--- config.mk ---
export PLATFORM = sky130hd
export DESIGN_NAME = key_sequencer
export DESIGN_NICKNAME = d
export VERILOG_FILES = /design/src/rtl/nclassic_pkg.sv /design/src/rtl/key_fifo.sv /design/src/rtl/key_sequencer.sv
export SDC_FILE = /design/constraint.sdc
export NUM_CORES = 1
export LEC_CHECK = 0
export ABC_AREA = 1
export BUFFER_PORTS_ARGS = -buffer_cell sky130_fd_sc_hd__buf_2
export CAP_MARGIN = 20
export CORE_MARGIN = 4
export CORE_UTILIZATION = 40
export DETAILED_ROUTE_END_ITERATION = 10
export HOLD_SLACK_MARGIN = 0.12
export RECOVER_POWER = 25
export SYNTH_ARGS = -nofsm -noshare
export SYNTH_HDL_FRONTEND = slang
export SYNTH_SLANG_ARGS = --single-unit
export TNS_END_PERCENT = 10
--- constraint.sdc ---
create_clock -name clk_in -period 2.1 [get_ports clk_in]
set_input_delay 0.105 -clock clk_in [delete_from_list [all_inputs] [get_ports clk_in]]
set_output_delay 0.105 -clock clk_in [all_outputs]
set_load 0.02 [all_outputs]
--- src/rtl/nclassic_pkg.sv ---
// rtl/nclassic_pkg.sv - Shared keycode width and key sequencer state encoding
package nclassic_pkg;

    localparam int KEYCODE_W = 8;

    typedef enum logic [1:0] {
        ST_IDLE  = 2'd0,
        ST_PRESS = 2'd1,
        ST_GAP   = 2'd2
    } seq_state_t;

endpackage

--- src/rtl/key_fifo.sv ---
// rtl/key_fifo.sv - Keycode FIFO with occupancy count; clear beats push and pop
module key_fifo
    import nclassic_pkg::*;
#(
    parameter int DEPTH = 4
) (
    input  logic                   clk_in,
    input  logic                   rst_in,
    input  logic                   clear_in,
    input  logic                   push_in,
    input  logic [KEYCODE_W-1:0]   push_data_in,
    input  logic                   pop_in,
    output logic [KEYCODE_W-1:0]   head_o,
    output logic [$clog2(DEPTH):0] count_o,
    output logic                   full_o,
    output logic                   empty_o
);
    localparam int AW = $clog2(DEPTH);

    logic [KEYCODE_W-1:0] mem [DEPTH];
    logic [AW-1:0]        wr_ptr;
    logic [AW-1:0]        rd_ptr;
    logic                 push_ok;
    logic                 pop_ok;

    // Full is judged on the registered count, so a same-cycle pop never frees room for a push
    assign full_o  = (count_o == (AW + 1)'(DEPTH));
    assign empty_o = (count_o == '0);
    assign push_ok = push_in && !full_o && !clear_in;
    assign pop_ok  = pop_in && !empty_o && !clear_in;
    assign head_o  = mem[rd_ptr];

    always_ff @(posedge clk_in) begin
        if (push_ok) begin
            mem[wr_ptr] <= push_data_in;
        end
    end

    always_ff @(posedge clk_in or posedge rst_in) begin
        if (rst_in) begin
            wr_ptr  <= '0;
            rd_ptr  <= '0;
            count_o <= '0;
        end else if (clear_in) begin
            wr_ptr  <= '0;
            rd_ptr  <= '0;
            count_o <= '0;
        end else begin
            if (push_ok) begin
                wr_ptr <= wr_ptr + 1'b1;
            end
            if (pop_ok) begin
                rd_ptr <= rd_ptr + 1'b1;
            end
            if (push_ok && !pop_ok) begin
                count_o <= count_o + 1'b1;
            end else if (!push_ok && pop_ok) begin
                count_o <= count_o - 1'b1;
            end
        end
    end

endmodule

--- src/rtl/key_sequencer.sv ---
// rtl/key_sequencer.sv - Presents queued keycodes to the core as timed key-down strobes
module key_sequencer
    import nclassic_pkg::*;
#(
    parameter int DEPTH          = 4,
    parameter int HOLD_CYCLES    = 4,
    parameter int GAP_CYCLES     = 3,
    parameter int TIMEOUT_CYCLES = 16
) (
    input  logic                   clk_in,
    input  logic                   rst_in,
    input  logic                   push_in,
    input  logic [KEYCODE_W-1:0]   push_keycode_in,
    input  logic                   clear_in,
    input  logic                   core_ack_in,
    output logic                   key_pending_o,
    output logic [KEYCODE_W-1:0]   keycode_o,
    output logic                   full_o,
    output logic [$clog2(DEPTH):0] count_o,
    output logic                   busy_o,
    output logic                   overflow_o,
    output logic                   timeout_o
);
    localparam int            CW           = $clog2(TIMEOUT_CYCLES + GAP_CYCLES + 1);
    localparam logic [CW-1:0] HOLD_LAST    = CW'(HOLD_CYCLES - 1);
    localparam logic [CW-1:0] TIMEOUT_LAST = CW'(TIMEOUT_CYCLES - 1);
    localparam logic [CW-1:0] GAP_LAST     = CW'(GAP_CYCLES - 1);

    seq_state_t           state;
    logic [CW-1:0]        cnt;
    logic                 ack_seen;
    logic                 ack_now;
    logic                 empty;
    logic                 pop;
    logic [KEYCODE_W-1:0] head;

    assign pop     = (state == ST_IDLE) && !empty;
    assign ack_now = ack_seen || core_ack_in;
    assign busy_o  = (state != ST_IDLE) || !empty;

    key_fifo #(
        .DEPTH(DEPTH)
    ) u_fifo (
        .clk_in       (clk_in),
        .rst_in       (rst_in),
        .clear_in     (clear_in),
        .push_in      (push_in),
        .push_data_in (push_keycode_in),
        .pop_in       (pop),
        .head_o       (head),
        .count_o      (count_o),
        .full_o       (full_o),
        .empty_o      (empty)
    );

    // cnt counts completed cycles in the current PRESS or GAP, restarting at each entry
    always_ff @(posedge clk_in or posedge rst_in) begin
        if (rst_in) begin
            state         <= ST_IDLE;
            cnt           <= '0;
            ack_seen      <= 1'b0;
            key_pending_o <= 1'b0;
            keycode_o     <= '0;
            overflow_o    <= 1'b0;
            timeout_o     <= 1'b0;
        end else if (clear_in) begin
            state         <= ST_IDLE;
            cnt           <= '0;
            ack_seen      <= 1'b0;
            key_pending_o <= 1'b0;
            overflow_o    <= 1'b0;
            timeout_o     <= 1'b0;
        end else begin
            if (push_in && full_o) begin
                overflow_o <= 1'b1;
            end
            case (state)
                ST_IDLE: begin
                    if (!empty) begin
                        state         <= ST_PRESS;
                        keycode_o     <= head;
                        key_pending_o <= 1'b1;
                        cnt           <= '0;
                        ack_seen      <= 1'b0;
                    end
                end
                ST_PRESS: begin
                    if (cnt >= HOLD_LAST && ack_now) begin
                        state         <= ST_GAP;
                        key_pending_o <= 1'b0;
                        cnt           <= '0;
                        ack_seen      <= 1'b0;
                    end else if (cnt == TIMEOUT_LAST) begin
                        state         <= ST_GAP;
                        key_pending_o <= 1'b0;
                        cnt           <= '0;
                        ack_seen      <= 1'b0;
                        timeout_o     <= 1'b1;
                    end else begin
                        cnt      <= cnt + 1'b1;
                        ack_seen <= ack_now;
                    end
                end
                ST_GAP: begin
                    if (cnt == GAP_LAST) begin
                        state <= ST_IDLE;
                        cnt   <= '0;
                    end else begin
                        cnt <= cnt + 1'b1;
                    end
                end
                default: begin
                    state <= ST_IDLE;
                end
            endcase
        end
    end

endmodule

==> flow_summary.ini, run 1 <==
[final_layout]
diodes = 0
layout.nets = 350
layout.cells.non_filler = 406
area_delta_synth_final_pct = 21.0
share_of_cells_above_drive_strength_1 = 0.161
layout.filler_cells = 596

[timing]
hold_viol_final = 0
grt_setup_unrepaired = no
timing_worst_slew_pin_value_ps = 1470
skew_ps = 7.57
setup_viol = 0
post-route-period-util = 0.891
timing.slew.headroom = 0.0210
period_minus_slack_ps = 1870
finalHoldWorstSlack_ps = 171
fmaxAchievable_ghz = 0.535
report.final.slew_viol_count = 0
fin_setup_tns_ps = 0

[power_and_ir_drop]
irDropWorstVdd_uv = 536
p_per_area_nw_per_um2 = 1230
finalPower_uw = 4020
static-leakage-power_uw = 0.00144

[job]
cap_viol_max_count = 0

[min_path]
min-delay-path-class = input port to flop

[clock_tree]
clock_tree.htree_level_count = 3
path_clk_slew_ps = 60
clock-root-buffer = sky130_fd_sc_hd__clkbuf_8
clkSinkCount = 58
numCtsBuffers = 9
clock_insertion_delay_worst_skew_ps = 330
post_cts_repair_setup_buffers = 0
cts_tree = built
cts_buffer_depth = 2

[critical_path]
worst_ep_arrival_time_ps = 2090
critical_path_class = flop to flop
start_kind = flop
critPathRequiredTime_ps = 2320
largest_fanout_on_the_critical_path = 4
critical_path.endpoint_type = flop

[outcome]
status = complete, no violations

[grt]
grt_first_pass_wirelength_um = 9230
grt_pass1_vias = 1946
grt_max_degree = 27
grt_resource_usage_total = 0.145
grt_antenna_before_repair = 0
grt-ovfl-total = 0

[place]
place.detailed.instances = 380
post-dp-hpwl_um = 3550
routabilityCongestion = 0.751
port_buffers = 28

[floorplanning]
die_height_um = 90.2
core_area_um2 = 6460
dieWidth_um = 90.2
die-area_um2 = 8140
std_cell_rows = 29
pin_count = 29
floorplan.initialDensity = 0.418

[logic_synthesis]
seq_area_frac_synth = 0.596
library_cell_with_the_largest_summed_area_after_synthesis = sky130_fd_sc_hd__edfxtp_1
syn_inst = 274
synth-async-reset-ratio = 0.448
synth_top_flop_cell = sky130_fd_sc_hd__edfxtp_1
post_synth_most_frequent_cells = 56 x sky130_fd_sc_hd__nor2_1, 38 x sky130_fd_sc_hd__nand2_1, 32 x sky130_fd_sc_hd__edfxtp_1
synth.cell_area_um2 = 2700
yosys.area.top_type_share = 0.356
ys_warn_count = 0
most_common_cell_in_the_netlist = sky130_fd_sc_hd__nor2_1
synth_area_per_cell_um2 = 9.86
yosys_register_bits = 58
synth_fp_nets = 300
synthTopCellsByArea = sky130_fd_sc_hd__edfxtp_1 36%, sky130_fd_sc_hd__dfrtp_1 24%, sky130_fd_sc_hd__nor2_1 7.8%
ys_types = 28
synth_edf_count = 32

[detailed_routing]
vias_per_instance = 4.83
drtAntennaViolNets = 0
drt-initial-drc-count = 74
detail_route.wirelength_um = 5260
route.vias.total = 1962
routed_wire_length_per_instance_um = 13.0
drc_errors = 0
detailedRoute.firstPassIterationCount = 4
-- through the flow --
step           cell area [µm²]  setup WS, ps   util
4_1_cts                   3270           190  0.507
5_1_grt                   3270          11.6  0.506
2_1_floorplan             2700           305      -
6_report                  3270           229  0.506
3_3_place_gp              2950           291  0.457
3_5_place_dp              2950           207  0.457
-- flip-flops by register name (all words and copies together) (netlist names) --
signal / count
cnt: 5
state: 2
overflow_o: 1
u_fifo.mem: 32
u_fifo.wr_ptr: 2
timeout_o: 1
ack_seen: 1
keycode_o: 8
u_fifo.count_o: 3
u_fifo.rd_ptr: 2
key_pending_o: 1
-- path summary, 6_finish.rpt --
check / depth (start not counted) / end / startpoint / slack [ps]
max in group asynchronous: 4 / keycode_o[1]$_DFFE_PP0P_ / rst_in / 430
min in group asynchronous: 4 / keycode_o[5]$_DFFE_PP0P_ / rst_in / 810
setup / recovery: 12 / u_fifo.count_o[2]$_DFFE_PP0P_ / state[0]$_DFFE_PP0P_ / 230
setup reg to reg: 12 / u_fifo.count_o[2]$_DFFE_PP0P_ / state[0]$_DFFE_PP0P_ / 230
hold reg to reg: 2 / key_pending_o$_DFFE_PP0P_ / key_pending_o$_DFFE_PP0P_ / 470
hold / removal: 4 / overflow_o$_DFFE_PP0P_ / push_in / 170
-- what timing repair did --
action	CTS	global route
resized for setup	0	3
endpoints found under the hold margin	59	0
setup endpoints to repair	0	1
hold buffers	10	0
-- kinds of logic after synthesis --
logic type,synth area share
simple gates,0.175
flops,0.596
compound gates,0.0944
buf+inv,0.0611
fa+ha+maj,0.0630
xor+xnor,0.00972
-- per-layer routing --
layer,GRT usage,share of wire,vias to the layer above
li1,-,-,1008
met1,0.177,0.44,911
met2,0.239,0.50,37
met5,0,0,-
met4,0.0497,0.012,0
met3,0.0509,0.048,6
-- worst max-delay path, cell delays in order (launching register included) --
cell,delay (ps)
sky130_fd_sc_hd__dfrtp_1,410
sky130_fd_sc_hd__inv_1,90
sky130_fd_sc_hd__ha_2,200
sky130_fd_sc_hd__nand2_1,90
sky130_fd_sc_hd__inv_1,100
sky130_fd_sc_hd__nor2_2,60
sky130_fd_sc_hd__fa_1,400
sky130_fd_sc_hd__xnor2_2,150
sky130_fd_sc_hd__inv_1,50
sky130_fd_sc_hd__nand2_1,60
sky130_fd_sc_hd__nand2_1,40
sky130_fd_sc_hd__nand2_1,50
sky130_fd_sc_hd__nand2_1,50
-- power by group --
part	leakage, µW	switching, µW	total [µW]	internal, µW
registers	0.000620	166	1560	1390
clock network	0.000111	424	1120	697
logic	0.000707	869	1330	466
-- layout by cell type (no fill, tap or decap) --
cell type,netlist,routed
sky130_fd_sc_hd__nor2_1,56,56
sky130_fd_sc_hd__nand2_1,38,38
sky130_fd_sc_hd__edfxtp_1,32,32
sky130_fd_sc_hd__inv_1,31,30
sky130_fd_sc_hd__dfrtp_1,26,26
sky130_fd_sc_hd__o21ai_0,22,22
sky130_fd_sc_hd__buf_2,3,21
sky130_fd_sc_hd__nand3_1,15,15
sky130_fd_sc_hd__ha_1,12,11
sky130_fd_sc_hd__clkbuf_8,0,10
sky130_fd_sc_hd__dlygate4sd3_1,0,10
sky130_fd_sc_hd__a31oi_1,9,9
sky130_fd_sc_hd__clkbuf_1,1,9
sky130_fd_sc_hd__buf_4,1,6
sky130_fd_sc_hd__o21ai_1,5,5
sky130_fd_sc_hd__a21oi_1,4,4
sky130_fd_sc_hd__inv_2,2,3
sky130_fd_sc_hd__nor2_2,2,2
sky130_fd_sc_hd__a21oi_2,2,2
sky130_fd_sc_hd__clkinv_1,1,2
sky130_fd_sc_hd__xor2_1,2,2
sky130_fd_sc_hd__nand4_1,2,2
sky130_fd_sc_hd__bufinv_16,0,2
sky130_fd_sc_hd__o21bai_4,1,1
sky130_fd_sc_hd__o21a_1,1,1
sky130_fd_sc_hd__nand2_2,1,1
sky130_fd_sc_hd__nand3_2,1,1
sky130_fd_sc_hd__nor3_1,1,1
sky130_fd_sc_hd__xnor2_2,0,1
sky130_fd_sc_hd__fa_1,1,1
sky130_fd_sc_hd__ha_2,0,1
sky130_fd_sc_hd__clkinv_2,0,1
sky130_fd_sc_hd__clkinv_4,0,1
-- area by class of cell --
type	count	area [µm²]	area share
Sequential cell	58	1610	0.493
Clock buffer	11	141	0.0432
Inverter	34	128	0.0390
Tap cell	77	96.3	0.0295
Timing Repair Buffer	45	280	0.0857
Clock inverter	5	77.6	0.0237
Multi-Input combinational cell	176	936	0.286
Note: power is estimated with default switching activity, not from simulation.
==> run 2, diff against run 1 <==
--- a/config.mk
+++ b/config.mk
@@ -8,7 +8,6 @@
 export ABC_AREA = 1
 export BUFFER_PORTS_ARGS = -buffer_cell sky130_fd_sc_hd__buf_2
 export CAP_MARGIN = 20
-export CORE_MARGIN = 4
 export CORE_UTILIZATION = 40
 export DETAILED_ROUTE_END_ITERATION = 10
 export HOLD_SLACK_MARGIN = 0.12
==> constraint.sdc (replaced) <==
create_clock -name clk_in -period 2.1 [get_ports clk_in]
set_input_delay 0.21 -clock clk_in [delete_from_list [all_inputs] [get_ports clk_in]]
set_output_delay 0.21 -clock clk_in [all_outputs]
set_load 0.02 [all_outputs]
==> flow_summary.ini, run 2 (same netlist as run 1, synthesis figures left out) <==
[outcome]
failing_checks = DRC
status = complete, but fails checks

[power_and_ir_drop]
seq_power_share = 0.386
netSwitchingFraction = 0.375
irDropWorstVdd_uv = 669
internal_power_uw = 2530
static-leakage-power_uw = 0.00143
power.combinational.fraction = 0.325
p_per_area_nw_per_um2 = 1240
pwr-share-clk = 0.290
netSwitchingPower_uw = 1520
finalPower_uw = 4040

[detailed_routing]
drc_errors = 4
route.vias.total = 1956
vias_per_instance = 4.81
drtAntennaViolNets = 0
routed_wire_length_per_instance_um = 12.7
detailedRoute.firstPassIterationCount = 7
drt-initial-drc-count = 54
detail_route.wirelength_um = 5180

[timing]
grt_setup_unrepaired = no
skew_ps = 4.29
fin_setup_tns_ps = 0
setup_viol = 0
period_minus_slack_ps = 1890
fmaxAchievable_ghz = 0.530
timing.slew.headroom = 0.525
hold_viol_final = 0
timing_worst_slew_pin_value_ps = 713
post-route-period-util = 0.898
report.final.slew_viol_count = 0

[final_layout]
largest_reg_flops = 32
layout.nets = 351
layout.cells.most_common_list = 56 x sky130_fd_sc_hd__nor2_1, 38 x sky130_fd_sc_hd__nand2_1, 32 x sky130_fd_sc_hd__edfxtp_1, 31 x sky130_fd_sc_hd__inv_1, 26 x sky130_fd_sc_hd__dfrtp_1
diodes = 0
mostFrequentLayoutCell = sky130_fd_sc_hd__nor2_1
share_of_cells_above_drive_strength_1 = 0.161
registers.top_by_ff_count = u_fifo.mem
layout_top_registers = u_fifo.mem (32), keycode_o (8), cnt (5)
area_delta_synth_final_pct = 21.2

[floorplanning]
dieWidth_um = 84.2
pin_count = 29
std_cell_rows = 29
die-area_um2 = 7090
floorplan.initialDensity = 0.421
core_area_um2 = 6420
die_height_um = 84.2

[clock_tree]
clock_tree.htree_level_count = 3
numCtsBuffers = 9
cts_tree = built
path_clk_slew_ps = 70
clock_insertion_delay_worst_skew_ps = 340
post_cts_repair_setup_buffers = 0
cts_buffer_depth = 2
clock-root-buffer = sky130_fd_sc_hd__clkbuf_8
clkSinkCount = 58

[min_path]
holdCritStartpoint = push_in
min-delay-path-class = input port to flop

[job]
cap_viol_max_count = 0

[place]
port_buffers = 28
routabilityCongestion = 0.763
post-dp-hpwl_um = 3430

[grt]
grt_max_degree = 27
grt_pass1_vias = 1894
grt-ovfl-total = 0
grt_antenna_before_repair = 0
grt_resource_usage_total = 0.166
grt_first_pass_wirelength_um = 8780

[critical_path]
worst_setup_path_startpoint = state[1]$_DFFE_PP0P_
cpMostUsedCell = sky130_fd_sc_hd__nand2_1
largest_fanout_on_the_critical_path = 4
critical_path_buf_inv_count = 3
start_kind = flop
crit_chain = inv_1 > ha_1 > nand2_1 > inv_1 > nor2_2 > fa_1 > xnor2_1 > inv_1 > nand2_1 > nand2_1 > nand2_1 > nand2_1
worst_ep_arrival_time_ps = 2130
delay_of_the_slowest_critical_path_stage_ps = 390
critical_path.endpoint_type = flop
r2r_start = state[1]$_DFFE_PP0P_
critPathRequiredTime_ps = 2340
critPathTopFamily = adder cells
critical_path_class = flop to flop
cp_slowest_cell = sky130_fd_sc_hd__dfrtp_1
## run 2: stage by stage
step | setup slack, ps | util | instances | hold slack [ps] | area [µm²]
after global routing | 14.1 | 0.510 | 407 | 318 | 3270
after floorplan | 305 | - | 274 | 250 | 2700
after detailed placement | 228 | 0.461 | 381 | 301 | 2960
after global placement | 289 | 0.461 | 381 | 292 | 2960
after CTS | 205 | 0.512 | 407 | 268 | 3290
final | 215 | 0.510 | 407 | 294 | 3270
## run 2: cell type report
cell class,count,area (µm²)
fill,558,3150
inverter,34,128
timing repair buffer,46,288
clock buffer,9,124
clock inverter,7,101
sequential,58,1610
tap,77,96.3
multi-input combinational,176,926
## run 2: worst min-delay path, stage by stage
cell,delay [ps]
sky130_fd_sc_hd__buf_2,90
sky130_fd_sc_hd__inv_1,60
sky130_fd_sc_hd__nor2_1,120
sky130_fd_sc_hd__o21a_1,120
## run 2: routing by layer
layer / vias up / part of all wire / track usage
li1: 1008 / - / -
met1: 907 / 0.48 / 0.207
met2: 31 / 0.46 / 0.265
met3: 10 / 0.032 / 0.0364
met4: 0 / 0.024 / 0.0972
met5: - / 0 / 0
## run 2: what timing repair did
item,CTS,global route
hold buffers,10,0
resized for setup,0,0
endpoints found under the hold margin,59,0
## run 2: power groups by stage
| stage | clock network, µW | registers, µW | logic, µW |
|---|---|---|---|
| 6_report | 1170 | 1560 | 1310 |
| 5_1_grt | 1240 | 1590 | 1510 |
| 4_1_cts | 1200 | 1560 | 1340 |
| 3_5_place_dp | 0 | 1590 | 1310 |
| 3_3_place_gp | 0 | 1580 | 1300 |
| 2_1_floorplan | 0 | 1640 | 887 |
## run 2: path summary, 6_finish.rpt
path | slack (ps) | endpoint | depth (start not counted)
max in group asynchronous | 1030 | keycode_o[2]$_DFFE_PP0P_ | 4
max reg2reg | 210 | u_fifo.count_o[2]$_DFFE_PP0P_ | 12
min in group asynchronous | 600 | keycode_o[6]$_DFFE_PP0P_ | 4
max | 210 | u_fifo.count_o[2]$_DFFE_PP0P_ | 12
min | 290 | overflow_o$_DFFE_PP0P_ | 4
min reg2reg | 470 | key_pending_o$_DFFE_PP0P_ | 2
==> run 3, diff against run 2 <==
--- a/config.mk
+++ b/config.mk
@@ -5,7 +5,6 @@
 export SDC_FILE = /design/constraint.sdc
 export NUM_CORES = 1
 export LEC_CHECK = 0
-export ABC_AREA = 1
 export BUFFER_PORTS_ARGS = -buffer_cell sky130_fd_sc_hd__buf_2
 export CAP_MARGIN = 20
 export CORE_UTILIZATION = 40
==> flow_summary.ini, run 3 <==
[timing]
fmaxAchievable_ghz = 0.499
timing.slew.headroom = 0.427
skew_ps = 6.81
hold_viol_final = 0
setup_viol = 0
report.final.slew_viol_count = 0
fin_setup_tns_ps = 0
timing_worst_slew_pin_value_ps = 859
period_minus_slack_ps = 2000
timing.final.ws_setup_ps = 97.6
post-route-period-util = 0.954
grt_setup_unrepaired = no

[critical_path]
worst_ep_arrival_time_ps = 2210
delay_of_the_slowest_critical_path_stage_ps = 430
cp_slowest_cell = sky130_fd_sc_hd__or3b_4
largest_fanout_on_the_critical_path = 5
critical_path.endpoint_type = flop
crit_chain = or3b_4 > nand2_1 > nor3_1 > fa_1 > mux2i_1 > mux2_1
critPathRequiredTime_ps = 2310
critical_path_buf_inv_count = 0
start_kind = flop
critical_path_class = flop to flop
critPathTopFamily = simple AND/OR/NAND/NOR gates

[final_layout]
layout.nets = 269
post-route-util = 0.518
share_of_cells_above_drive_strength_1 = 0.347
layout_top_registers = u_fifo.mem (32), keycode_o (8), cnt (5)
registers.top_by_ff_count = u_fifo.mem
layout.cells.most_common_list = 32 x sky130_fd_sc_hd__edfxtp_1, 23 x sky130_fd_sc_hd__dfrtp_1, 20 x sky130_fd_sc_hd__buf_2, 16 x sky130_fd_sc_hd__buf_4, 15 x sky130_fd_sc_hd__inv_1
post-route-cell-area_um2 = 3310
largest_reg_flops = 32
mostFrequentLayoutCell = sky130_fd_sc_hd__edfxtp_1
layout.filler_cells = 543
area_delta_synth_final_pct = 24.2
diodes = 0

[detailed_routing]
route.vias.total = 1634
detailedRoute.firstPassIterationCount = 4
drc_errors = 0
vias_per_instance = 5.03
detail_route.wirelength_um = 5050
drtAntennaViolNets = 0
routed_wire_length_per_instance_um = 15.5
drt-initial-drc-count = 88

[floorplanning]
std_cell_rows = 29
core_area_um2 = 6390
pin_count = 29
dieWidth_um = 83.6
die-area_um2 = 6990
floorplan.initialDensity = 0.417
die_height_um = 83.6

[logic_synthesis]
synth_edf_count = 32
ys_types = 49
synth_top_flop_cell = sky130_fd_sc_hd__edfxtp_1
ys_warn_count = 0
seq_area_frac_synth = 0.605
library_cell_with_the_largest_summed_area_after_synthesis = sky130_fd_sc_hd__edfxtp_1
synth_area_per_cell_um2 = 14.5
post_synth_most_frequent_cells = 32 x sky130_fd_sc_hd__edfxtp_1, 26 x sky130_fd_sc_hd__dfrtp_1, 15 x sky130_fd_sc_hd__inv_1
most_common_cell_in_the_netlist = sky130_fd_sc_hd__edfxtp_1
synth-async-reset-ratio = 0.448
yosys_register_bits = 58
synthTopCellsByArea = sky130_fd_sc_hd__edfxtp_1 36%, sky130_fd_sc_hd__dfrtp_1 24%, sky130_fd_sc_hd__mux4_2 6.8%
yosys.area.top_type_share = 0.361
syn_inst = 184
synth_fp_nets = 210
synth.cell_area_um2 = 2670

[grt]
grt_antenna_before_repair = 0
grt_max_degree = 21
grt_resource_usage_total = 0.159
grt_first_pass_wirelength_um = 8390
grt_pass1_vias = 1689
grt-ovfl-total = 0

[clock_tree]
cts_tree = built
clock_tree.htree_level_count = 3
clock_insertion_delay_worst_skew_ps = 330
clkSinkCount = 58
numCtsBuffers = 9
post_cts_repair_setup_buffers = 0
clock-root-buffer = sky130_fd_sc_hd__clkbuf_8
path_clk_slew_ps = 60
cts_buffer_depth = 2

[place]
routabilityCongestion = 0.763
post-dp-hpwl_um = 3350
dp_worst_setup_slack_ps = 2.56
port_buffers = 28
dpl-instance-area_um2 = 3000

[power_and_ir_drop]
p_per_area_nw_per_um2 = 1230
static-leakage-power_uw = 0.00132
irDropWorstVdd_uv = 663
finalPower_uw = 4090

[job]
cap_viol_max_count = 0

[outcome]
status = complete, no violations

[min_path]
min-delay-path-class = input port to flop
[run 3: repair_timing]
item | CTS | global route
pin swaps | 0 | 1
resized for setup | 1 | 7
hold buffers | 9 | 0
endpoints found under the hold margin | 50 | 0
endpoints found under the setup margin | 1 | 3
[run 3: final cells by class]
type	instances	area, µm²	share of cell area
sequential	58	1620	0.488
timing repair buffer	53	340	0.103
multi-input combinational	106	1010	0.307
inverter	15	56.3	0.0170
clock buffer	10	128	0.0386
clock inverter	6	58.8	0.0178
tap	77	96.3	0.0291
[run 3: through the flow]
step	cells	hold slack, ps
2_1_floorplan	184	250
3_3_place_gp	300	406
3_5_place_dp	300	429
4_1_cts	325	144
5_1_grt	325	167
6_report	325	157
[run 3: logic make-up after synthesis]
logic type,synth area share
and+or+nand+nor,0.0930
DFF,0.605
xor gates and xnor gates,0.0131
buffers and inverters,0.0291
adders and majority gates,0.0638
AOI/OAI and AO/OA,0.0826
muxes,0.114
[run 3: path summary, 6_finish.rpt]
kind	start	endpoint	slack [ps]	depth (start not counted)
max in group asynchronous	rst_in	keycode_o[0]$_DFFE_PP0P_	890	4
worst max register to register	u_fifo.count_o[1]$_DFFE_PP0P_	u_fifo.count_o[2]$_DFFE_PP0P_	100	6
worst max-delay path	u_fifo.count_o[1]$_DFFE_PP0P_	u_fifo.count_o[2]$_DFFE_PP0P_	100	6
min in group asynchronous	rst_in	keycode_o[6]$_DFFE_PP0P_	600	3
worst min register to register	overflow_o$_DFFE_PP0P_	overflow_o$_DFFE_PP0P_	500	2
worst min-delay path	clear_in	u_fifo.rd_ptr[0]$_DFFE_PP0P_	160	2
[run 3: per-layer routing]
metal,share of wire,track usage,up-vias
li1,-,-,798
met1,0.46,0.219,800
met2,0.49,0.241,28
met3,0.035,0.0475,8
met4,0.015,0.0555,0
met5,0,0,-
[run 3: report_power, final]
group | internal (µW) | switching (µW) | total [µW]
Clock | 540 | 441 | 981
Sequential | 1410 | 118 | 1530
Combinational | 751 | 823 | 1570
Total | 2700 | 1380 | 4090
[run 3: worst reg2reg max path: stages (launching register included)]
cell,delay [ps]
sky130_fd_sc_hd__dfrtp_2,400
sky130_fd_sc_hd__or3b_4,430
sky130_fd_sc_hd__nand2_1,100
sky130_fd_sc_hd__nor3_1,60
sky130_fd_sc_hd__fa_1,390
sky130_fd_sc_hd__mux2i_1,180
sky130_fd_sc_hd__mux2_1,330
